File: src/rtl/build_info_loader_if.sv
// Valid/ready byte-stream handshake between a byte source and the build-info loader.
interface build_info_loader_if;
    logic       in_valid;
    logic [7:0] in_data;
    logic       in_ready;

    modport master (output in_valid, output in_data, input in_ready);
    modport slave  (input in_valid, input in_data, output in_ready);
endinterface

File: src/rtl/build_info_loader.sv
// Hunts for SYNC-framed build-info records on a byte stream, validates them and
// atomically publishes core_id / commit_id / dirty on every good frame.
module build_info_loader #(
    parameter int unsigned TIMEOUT = 1024,
    parameter logic [7:0]  SYNC    = 8'hA5
) (
    input  logic               clk,
    input  logic               rst_n,
    build_info_loader_if.slave stream,
    output logic [31:0]        core_id,
    output logic [39:0]        commit_id,
    output logic               dirty,
    output logic               info_valid,
    output logic               err_pulse,
    output logic [7:0]         err_cnt
);
    typedef enum logic [2:0] {
        ST_HUNT    = 3'd0,
        ST_CORE    = 3'd1,
        ST_COMMIT  = 3'd2,
        ST_FLAGS   = 3'd3,
        ST_CSUM    = 3'd4,
        ST_PUBLISH = 3'd5
    } state_t;

    // The gap expires on the edge where the counter would reach TIMEOUT.
    localparam logic [15:0] IDLE_LAST = 16'(TIMEOUT - 32'd1);

    state_t      state_r, state_next_s;
    logic [3:0]  idx_r;
    logic [15:0] idle_r;
    logic [31:0] core_sh_r;
    logic [39:0] commit_sh_r;
    logic [7:0]  flags_sh_r;
    logic [7:0]  xor_r;
    logic        in_ready_r;
    logic [31:0] core_id_r;
    logic [39:0] commit_id_r;
    logic        dirty_r;
    logic        info_valid_r;
    logic        err_pulse_r;
    logic [7:0]  err_cnt_r;

    logic accept_s, in_frame_s, timeout_s, frame_ok_s;
    logic drop_s, publish_s, ready_next_s;

    assign accept_s   = stream.in_valid && in_ready_r;
    assign in_frame_s = (state_r == ST_CORE) || (state_r == ST_COMMIT) ||
                        (state_r == ST_FLAGS) || (state_r == ST_CSUM);
    assign timeout_s  = in_frame_s && !accept_s && (idle_r == IDLE_LAST);
    assign frame_ok_s = (stream.in_data == xor_r) && (flags_sh_r[7:1] == 7'd0);

    // State register.
    always_ff @(posedge clk or negedge rst_n) begin
        if (!rst_n) begin
            state_r <= ST_HUNT;
        end else begin
            state_r <= state_next_s;
        end
    end

    // Next-state decode; inside a frame SYNC is plain data.
    always_comb begin
        state_next_s = state_r;
        case (state_r)
            ST_HUNT: begin
                if (accept_s && (stream.in_data == SYNC)) state_next_s = ST_CORE;
                else                                      state_next_s = ST_HUNT;
            end
            ST_CORE: begin
                if (timeout_s)                          state_next_s = ST_HUNT;
                else if (accept_s && (idx_r == 4'd3))   state_next_s = ST_COMMIT;
                else                                    state_next_s = ST_CORE;
            end
            ST_COMMIT: begin
                if (timeout_s)                          state_next_s = ST_HUNT;
                else if (accept_s && (idx_r == 4'd4))   state_next_s = ST_FLAGS;
                else                                    state_next_s = ST_COMMIT;
            end
            ST_FLAGS: begin
                if (timeout_s)     state_next_s = ST_HUNT;
                else if (accept_s) state_next_s = ST_CSUM;
                else               state_next_s = ST_FLAGS;
            end
            ST_CSUM: begin
                if (timeout_s)                   state_next_s = ST_HUNT;
                else if (accept_s && frame_ok_s) state_next_s = ST_PUBLISH;
                else if (accept_s)               state_next_s = ST_HUNT;
                else                             state_next_s = ST_CSUM;
            end
            ST_PUBLISH: state_next_s = ST_HUNT;
            default:    state_next_s = ST_HUNT;
        endcase
    end

    // Output decode: drop/publish strobes and next value of the ready register.
    always_comb begin
        drop_s    = 1'b0;
        publish_s = 1'b0;
        case (state_r)
            ST_HUNT:    drop_s    = 1'b0;
            ST_CSUM:    drop_s    = timeout_s || (accept_s && !frame_ok_s);
            ST_PUBLISH: publish_s = 1'b1;
            default:    drop_s    = timeout_s;
        endcase
        ready_next_s = (state_next_s != ST_PUBLISH);
    end

    // Frame datapath: idle counter, byte index, shadow fields and running XOR.
    always_ff @(posedge clk or negedge rst_n) begin
        if (!rst_n) begin
            idle_r      <= 16'd0;
            idx_r       <= 4'd0;
            core_sh_r   <= 32'd0;
            commit_sh_r <= 40'd0;
            flags_sh_r  <= 8'd0;
            xor_r       <= 8'd0;
        end else begin
            if (accept_s || !in_frame_s || timeout_s) idle_r <= 16'd0;
            else                                      idle_r <= idle_r + 16'd1;

            if (state_next_s != state_r) idx_r <= 4'd0;
            else if (accept_s && ((state_r == ST_CORE) || (state_r == ST_COMMIT)))
                idx_r <= idx_r + 4'd1;
            else idx_r <= idx_r;

            case (state_r)
                ST_HUNT: begin
                    if (accept_s && (stream.in_data == SYNC)) xor_r <= 8'd0;
                    else                                      xor_r <= xor_r;
                end
                ST_CORE: begin
                    if (accept_s) begin
                        core_sh_r <= {core_sh_r[23:0], stream.in_data};
                        xor_r     <= xor_r ^ stream.in_data;
                    end
                end
                ST_COMMIT: begin
                    if (accept_s) begin
                        commit_sh_r <= {commit_sh_r[31:0], stream.in_data};
                        xor_r       <= xor_r ^ stream.in_data;
                    end
                end
                ST_FLAGS: begin
                    if (accept_s) begin
                        flags_sh_r <= stream.in_data;
                        xor_r      <= xor_r ^ stream.in_data;
                    end
                end
                default: xor_r <= xor_r;
            endcase
        end
    end

    // Published outputs, error strobe/counter and the registered ready.
    always_ff @(posedge clk or negedge rst_n) begin
        if (!rst_n) begin
            in_ready_r   <= 1'b0;
            err_pulse_r  <= 1'b0;
            err_cnt_r    <= 8'd0;
            core_id_r    <= 32'd0;
            commit_id_r  <= 40'd0;
            dirty_r      <= 1'b0;
            info_valid_r <= 1'b0;
        end else begin
            in_ready_r  <= ready_next_s;
            err_pulse_r <= drop_s;
            if (drop_s && (err_cnt_r != 8'hFF)) err_cnt_r <= err_cnt_r + 8'd1;
            if (publish_s) begin
                core_id_r    <= core_sh_r;
                commit_id_r  <= commit_sh_r;
                dirty_r      <= flags_sh_r[0];
                info_valid_r <= 1'b1;
            end
        end
    end

    assign stream.in_ready = in_ready_r;
    assign core_id         = core_id_r;
    assign commit_id       = commit_id_r;
    assign dirty           = dirty_r;
    assign info_valid      = info_valid_r;
    assign err_pulse       = err_pulse_r;
    assign err_cnt         = err_cnt_r;

endmodule

File: src/flat_wrapper.sv
// flat-port wrapper written by rule: the top's interface ports become plain ports
module build_info_loader_flat 
#(
    parameter int unsigned TIMEOUT = 1024,
    parameter logic [7:0]  SYNC    = 8'hA5
)
  (clk, rst_n, core_id, commit_id, dirty, info_valid, err_pulse, err_cnt, stream_in_valid, stream_in_data, stream_in_ready);
  build_info_loader_if stream_i ();
  input  logic clk;
  input  logic rst_n;
  output logic [31:0] core_id;
  output logic [39:0] commit_id;
  output logic dirty;
  output logic info_valid;
  output logic err_pulse;
  output logic [7:0] err_cnt;
  input wire logic [$bits(stream_i.in_valid)-1:0] stream_in_valid;
  input wire logic [$bits(stream_i.in_data)-1:0] stream_in_data;
  output wire logic [$bits(stream_i.in_ready)-1:0] stream_in_ready;
  assign stream_i.in_valid = stream_in_valid;
  assign stream_i.in_data = stream_in_data;
  assign stream_in_ready = stream_i.in_ready;
  build_info_loader #(.TIMEOUT(TIMEOUT), .SYNC(SYNC)) u_core (.clk(clk), .rst_n(rst_n), .stream(stream_i), .core_id(core_id), .commit_id(commit_id), .dirty(dirty), .info_valid(info_valid), .err_pulse(err_pulse), .err_cnt(err_cnt));
endmodule
File: config.mk
export PLATFORM = sky130hd
export DESIGN_NAME = build_info_loader_flat
export DESIGN_NICKNAME = d
export VERILOG_FILES = /design/src/rtl/build_info_loader_if.sv /design/src/rtl/build_info_loader.sv /design/src/flat_wrapper.sv
export SDC_FILE = /design/constraint.sdc
export NUM_CORES = 1
export LEC_CHECK = 0
export BUFFER_PORTS_ARGS = -buffer_cell sky130_fd_sc_hd__buf_2
export CAP_MARGIN = 40
export CORE_ASPECT_RATIO = 0.7
export CORE_MARGIN = 8
export CORE_UTILIZATION = 55
export DETAILED_ROUTE_END_ITERATION = 6
export GPL_ROUTABILITY_DRIVEN = 0
export PLACE_DENSITY = 0.87
export REMOVE_ABC_BUFFERS = 1
export SLEW_MARGIN = 5
export SYNTH_ARGS = -nofsm -noshare
export SYNTH_HDL_FRONTEND = slang
export SYNTH_SLANG_ARGS = --single-unit
File: constraint.sdc
create_clock -name clk -period 2.7 [get_ports clk]
set_input_delay 0.135 -clock clk [delete_from_list [all_inputs] [get_ports clk]]
set_output_delay 0.135 -clock clk [all_outputs]
set_load 0.005 [all_outputs]
### Word level (Yosys, flattened, before mapping)

Index checks and enable logic that the tools add are counted.

* register bits: 195
* input port bits: 11
* word-level logic and storage cells: 82

* $add $sub $neg: 3
* eq/ne operators: 15
* mux-type cells: 19
* bitwise gates (word level): 1
* reductions and logical operators: 30

Operators with widths (number)
* $mux W3: 7
* $add A16 B1 Y16 const B: 1
* $eq A16 B10 Y1 const B: 1
* $mux W16: 1
* $mux W8: 2
* $pmux W8 S2: 1
* $pmux W3 S5: 1
* $logic_and A1 B1 Y1: 11
* $add A8 B1 Y8 const B: 1
* $eq A8 B8 Y1: 1
* $eq A8 B8 Y1 const B: 1
* $mux W4: 2
* $ne A8 B8 Y1 const B: 1
* $xor A8 B8 Y8: 1
* $logic_not A7 Y1: 1
* $eq A3 B2 Y1 const B: 2
* $eq A3 B3 Y1 const B: 2
* $logic_or A1 B1 Y1: 6
* $reduce_and A2 Y1: 3
* $add A4 B1 Y4 const B: 1
* $eq A4 B2 Y1 const B: 1
* $eq A4 B3 Y1 const B: 1
* $ne A2 B1 Y1 const B: 2
* $reduce_bool A2 Y1: 2
* other kinds (11): 15

### Depth between registers and ports, before layout

* depth after elaboration: 10
* depth in mapped cells: 7
* gate-level depth less buffers: 7

### Worst setup path after synthesis

OpenSTA, ideal clock, no wires.

* path type: flip-flop to flip-flop
* from: register u_core.idle_r[0]
* to: register u_core.err_cnt_r[4], in the netlist u_core.err_cnt[4]
* library setup time: 0.125 ns
* arrival: 1.776 ns
* required time: 2.575 ns
* setup slack: 0.799 ns
* stages on the path, launching flop included: 8
* period minus slack after synthesis: 1.901 ns
* path through: dfrtp_1 ha_1 and4bb_1 nand4_1 a211o_1 o21ai_4 nand4_2 mux2_4

* longest elaborated chain between the ends: 5

Ends and longest elaborated chain
* start, declared: line build_info_loader.sv:31 `logic [15:0] idle_r;`
* start signal, assigned: line build_info_loader.sv:120 `else idle_r <= idle_r + 16'd1;`
* $eq A16 B10 Y1 *: line build_info_loader.sv:50 `assign timeout_s = in_frame_s && !accept_s && (idle_r == IDLE_LAST);`
* $logic_and A1 B1 Y1 *: line build_info_loader.sv:50
* $logic_or A1 B1 Y1: line build_info_loader.sv:102 `ST_CSUM: drop_s = timeout_s || (accept_s && !frame_ok_s);`
* $pmux W1 S2 *: line build_info_loader.sv:100 `case (state_r)`
* named net u_core.drop_s: line build_info_loader.sv:45 `logic drop_s, publish_s, ready_next_s;`
* $logic_and A1 B1 Y1 *: line build_info_loader.sv:168 `if (drop_s && (err_cnt_r != 8'hFF)) err_cnt_r <= err_cnt_r + 8'd1;`
* end signal, assigned: line build_info_loader.sv:168
* end, declared: line build_info_loader.sv:42 `logic [7:0] err_cnt_r;`

The timed path passes the listed nets; every way through them passes the cells marked *.
A chain may end at the register's enable or synchronous reset.

### Worst setup path in the final report

* from: register u_core.idle_r[0]
* to: register u_core.err_cnt_r[7], in the netlist u_core.err_cnt[7]

The elaborated chain is that of the path after synthesis.

==> metrics.yaml <==
critical_path:
  crit_type: "reg -> reg"
  crit_chain: "ha_1 > and4bb_1 > nand4_1 > a211o_1 > o21ai_4 > nand4_2 > mux2_4"
  r2r_cells: 7
  critPathMaxStageDelay_ns: 0.41
  critPathCaptureType: "register"
  crit_path_top_delay_cell: "dfrtp_1"
  cp.required_ns: 3.00
  cp_data_arrival_time_ns: 2.44
  cp_max_fo: 9
  crit_buf_inv: 0
  crit_path_start_kind: "register"
  crit_family: "simple AND/OR/NAND/NOR gates"
  path_depth: 7
layout:
  drive_above_1_share_pct: 44.2
  final_common_cell: "dfrtp_1"
  multi_input_area_mm2: 0.00291
  area_delta_synth_final_pct: 16.7
  seqCellArea_mm2: 0.00488
  layout.cells.non_filler: 865
  n_fill_cell: 991
  fin_nets: 676
  final_cell_mix: "dfrtp_1, mux2_2, buf_2"
global_route:
  first_global_vias: 5180
  grt.overflow.total: 0
  antenna_found_initial: 1
  grt_max_degree: 76
  grt_pass1_wl_um: 26100
  grt_usage_pct: 17.4
die:
  ioPinCount: 95
  die_w_um: 159
  coreArea_mm2: 0.0140
  start_util_pct: 56.6
  fp-row-count: 36
  die-area_mm2: 0.0185
  die_h_um: 116
drt:
  finalWirelength_um: 15300
  drt_pass1_iterations: 4
  vias_per_cell: 5.46
  drtIter0Drc: 266
  final_antenna_net_count: 0
  drc_errors: 0
  wire_per_inst_um: 17.6
  num_vias: 4721
timing:
  rsz0062_at_grt: "no"
  worst_slew_pin_slew_ns: 0.617
  setup_viol: 0
  tns_ns: 0
  hold_viol: 0
  max_freq_ghz: 0.468
  post-route-period-util_pct: 79.2
  relSlewSlack_pct: 58.9
  finalMaxSlewViolations: 0
  finClkSkew_ns: 0.0106
  finalCriticalPeriod_ns: 2.14
yosys:
  syn_area_per_cell_um2: 14.1
  ys_seq_area_share_pct: 61.7
  synth_edf_count: 0
  ys_warn_count: 0
  ys.flop_type: "dfrtp_1"
  ys_ff_latch: 195
  synthArstFlopShare_pct: 100
  synthCells: 559
  syn-cell-area_mm2: 0.00791
  synth.distinct_cells: 53
clock_tree:
  cts_tree: "done"
  h-tree-depth: 4
  cts_root_buf: "clkbuf_16"
  clk_pin_slew_worst_paths_ns: 0.07
  cts.sinks: 195
  cts_buffers: 17
  ctsResizeCount: 0
  cts_buffer_depth: 2
  clk_latency_ns: 0.42
run:
  cap_violations: 0
hold_path:
  hold_class: "in -> reg"
  hold_path_depth: 3
power:
  p_comb_share_pct: 7.5
  power.switching_mw: 1.57
  clkPwrFrac_pct: 39.8
  p_per_area_mw_per_mm2: 676
  leakagePower_nw: 4.79
  vdd_drop_max_uv: 453
  p_int_mw: 4.67
  p_sw_share_pct: 25.1
  pwr-share-seq_pct: 52.8
placed_design:
  dp_hpwl_um: 10700
  placed_cells: 831
  portBuffers: 94
run_status:
  status: "completed"
## cell type report
type / count / area share (%)
clock buffer: 17 / 4.61
inverter: 6 / 0.244
multi-input combinational: 338 / 31.5
timing repair buffer: 103 / 6.36
tap: 190 / 2.58
clock inverter: 15 / 1.75
sequential: 195 / 52.9
antenna: 1 / 0.0271
## cell families after synthesis
group	count (synthesis)	synth area share [%]
flops	195	61.7
mux	157	22.4
simple gates	111	7.31
compound gates	38	3.10
xor+xnor	28	3.10
buf+inv	26	1.69
fa+ha+maj	4	0.633
## power by group through the flow
stage	sequential (mW)	combinational [mW]	clock, mW
final	3.29	0.466	2.48
after global routing	3.33	0.534	2.67
after CTS	3.29	0.475	2.54
after detailed placement	3.35	0.469	0
after global placement	3.32	0.438	0
after floorplan	3.29	0.316	0
## worst min-delay path, stage by stage
cell and delay (ns):
buf_2 0.16, nand2_1 0.07, o21ai_0 0.07
## sequential cells by signal (all words and copies together) (netlist names), 3 cells and up
signal and count:
u_core.commit_id 40, u_core.commit_sh_r 40, u_core.core_id 32, u_core.core_sh_r 32, u_core.err_cnt 8, u_core.flags_sh_r 8, u_core.idle_r 16, u_core.idx_r 4
u_core.state_r 3, u_core.xor_r 8
## layer usage
metal	GRT usage (%)	vias to the layer above	routed length (um)
li1	-	2175	-
met1	22.8	2399	7050
met2	28.0	135	7200
met3	4.33	12	892
met4	6.26	0	128
met5	0	-	0
## final timing paths
path / slack, ns / start / end
max: 0.56 / u_core.idle_r[0]$_DFF_PN0_ / u_core.err_cnt[7]$_DFFE_PN0P_
min: 0.06 / stream_in_data[0] / u_core.xor_r[0]$_DFFE_PN0P_
max reg2reg: 0.56 / u_core.idle_r[0]$_DFF_PN0_ / u_core.err_cnt[7]$_DFFE_PN0P_
min reg2reg: 0.48 / u_core.info_valid$_DFFE_PN0N_ / u_core.info_valid$_DFFE_PN0N_
max in group asynchronous: 1.63 / rst_n / u_core.commit_sh_r[33]$_DFFE_PN0P_
min in group asynchronous: 0.28 / rst_n / u_core.core_id[26]$_DFFE_PN0N_
## cells in the mapped netlist (2+ instances only)
master,count,area share (%)
mux2_1,5,0.71
xor2_1,12,1.3
inv_1,6,0.28
mux2_2,149,21
nand2_1,29,1.4
o21ai_0,22,1.4
nor4bb_1,2,0.25
nor2_1,40,1.9
buf_2,14,0.89
mux2_4,2,0.38
clkbuf_1,3,0.14
o2111ai_1,2,0.22
xnor2_1,16,1.8
dfrtp_1,195,62
a21oi_1,2,0.13
nand4_1,7,0.55
nand4_2,2,0.32
nand3_1,10,0.63
a211o_1,2,0.22
buf_6,2,0.28
ha_1,4,0.63
nor4_1,2,0.16
## through the flow
step	setup WS, ns	hold WS [ns]	cell area, um2	utilization, %	total power, mW
after floorplan	-0.618	-0.161	7790	-	3.61
after global placement	0.693	0.171	8620	61.8	3.76
after detailed placement	0.572	0.181	8620	61.8	3.81
after CTS	0.572	0.0364	9220	66.0	6.30
after global routing	0.392	0.0498	9220	66.1	6.52
final	0.562	0.0569	9220	66.1	6.24
## timing repair
item                                   4_1_cts  5_1_grt
buffers inserted                             0        0
endpoints found under the hold margin       71        0
setup endpoints to repair                    0        0
hold buffers                                 1        0
No activity file was read; power rests on OpenSTA's default activity.
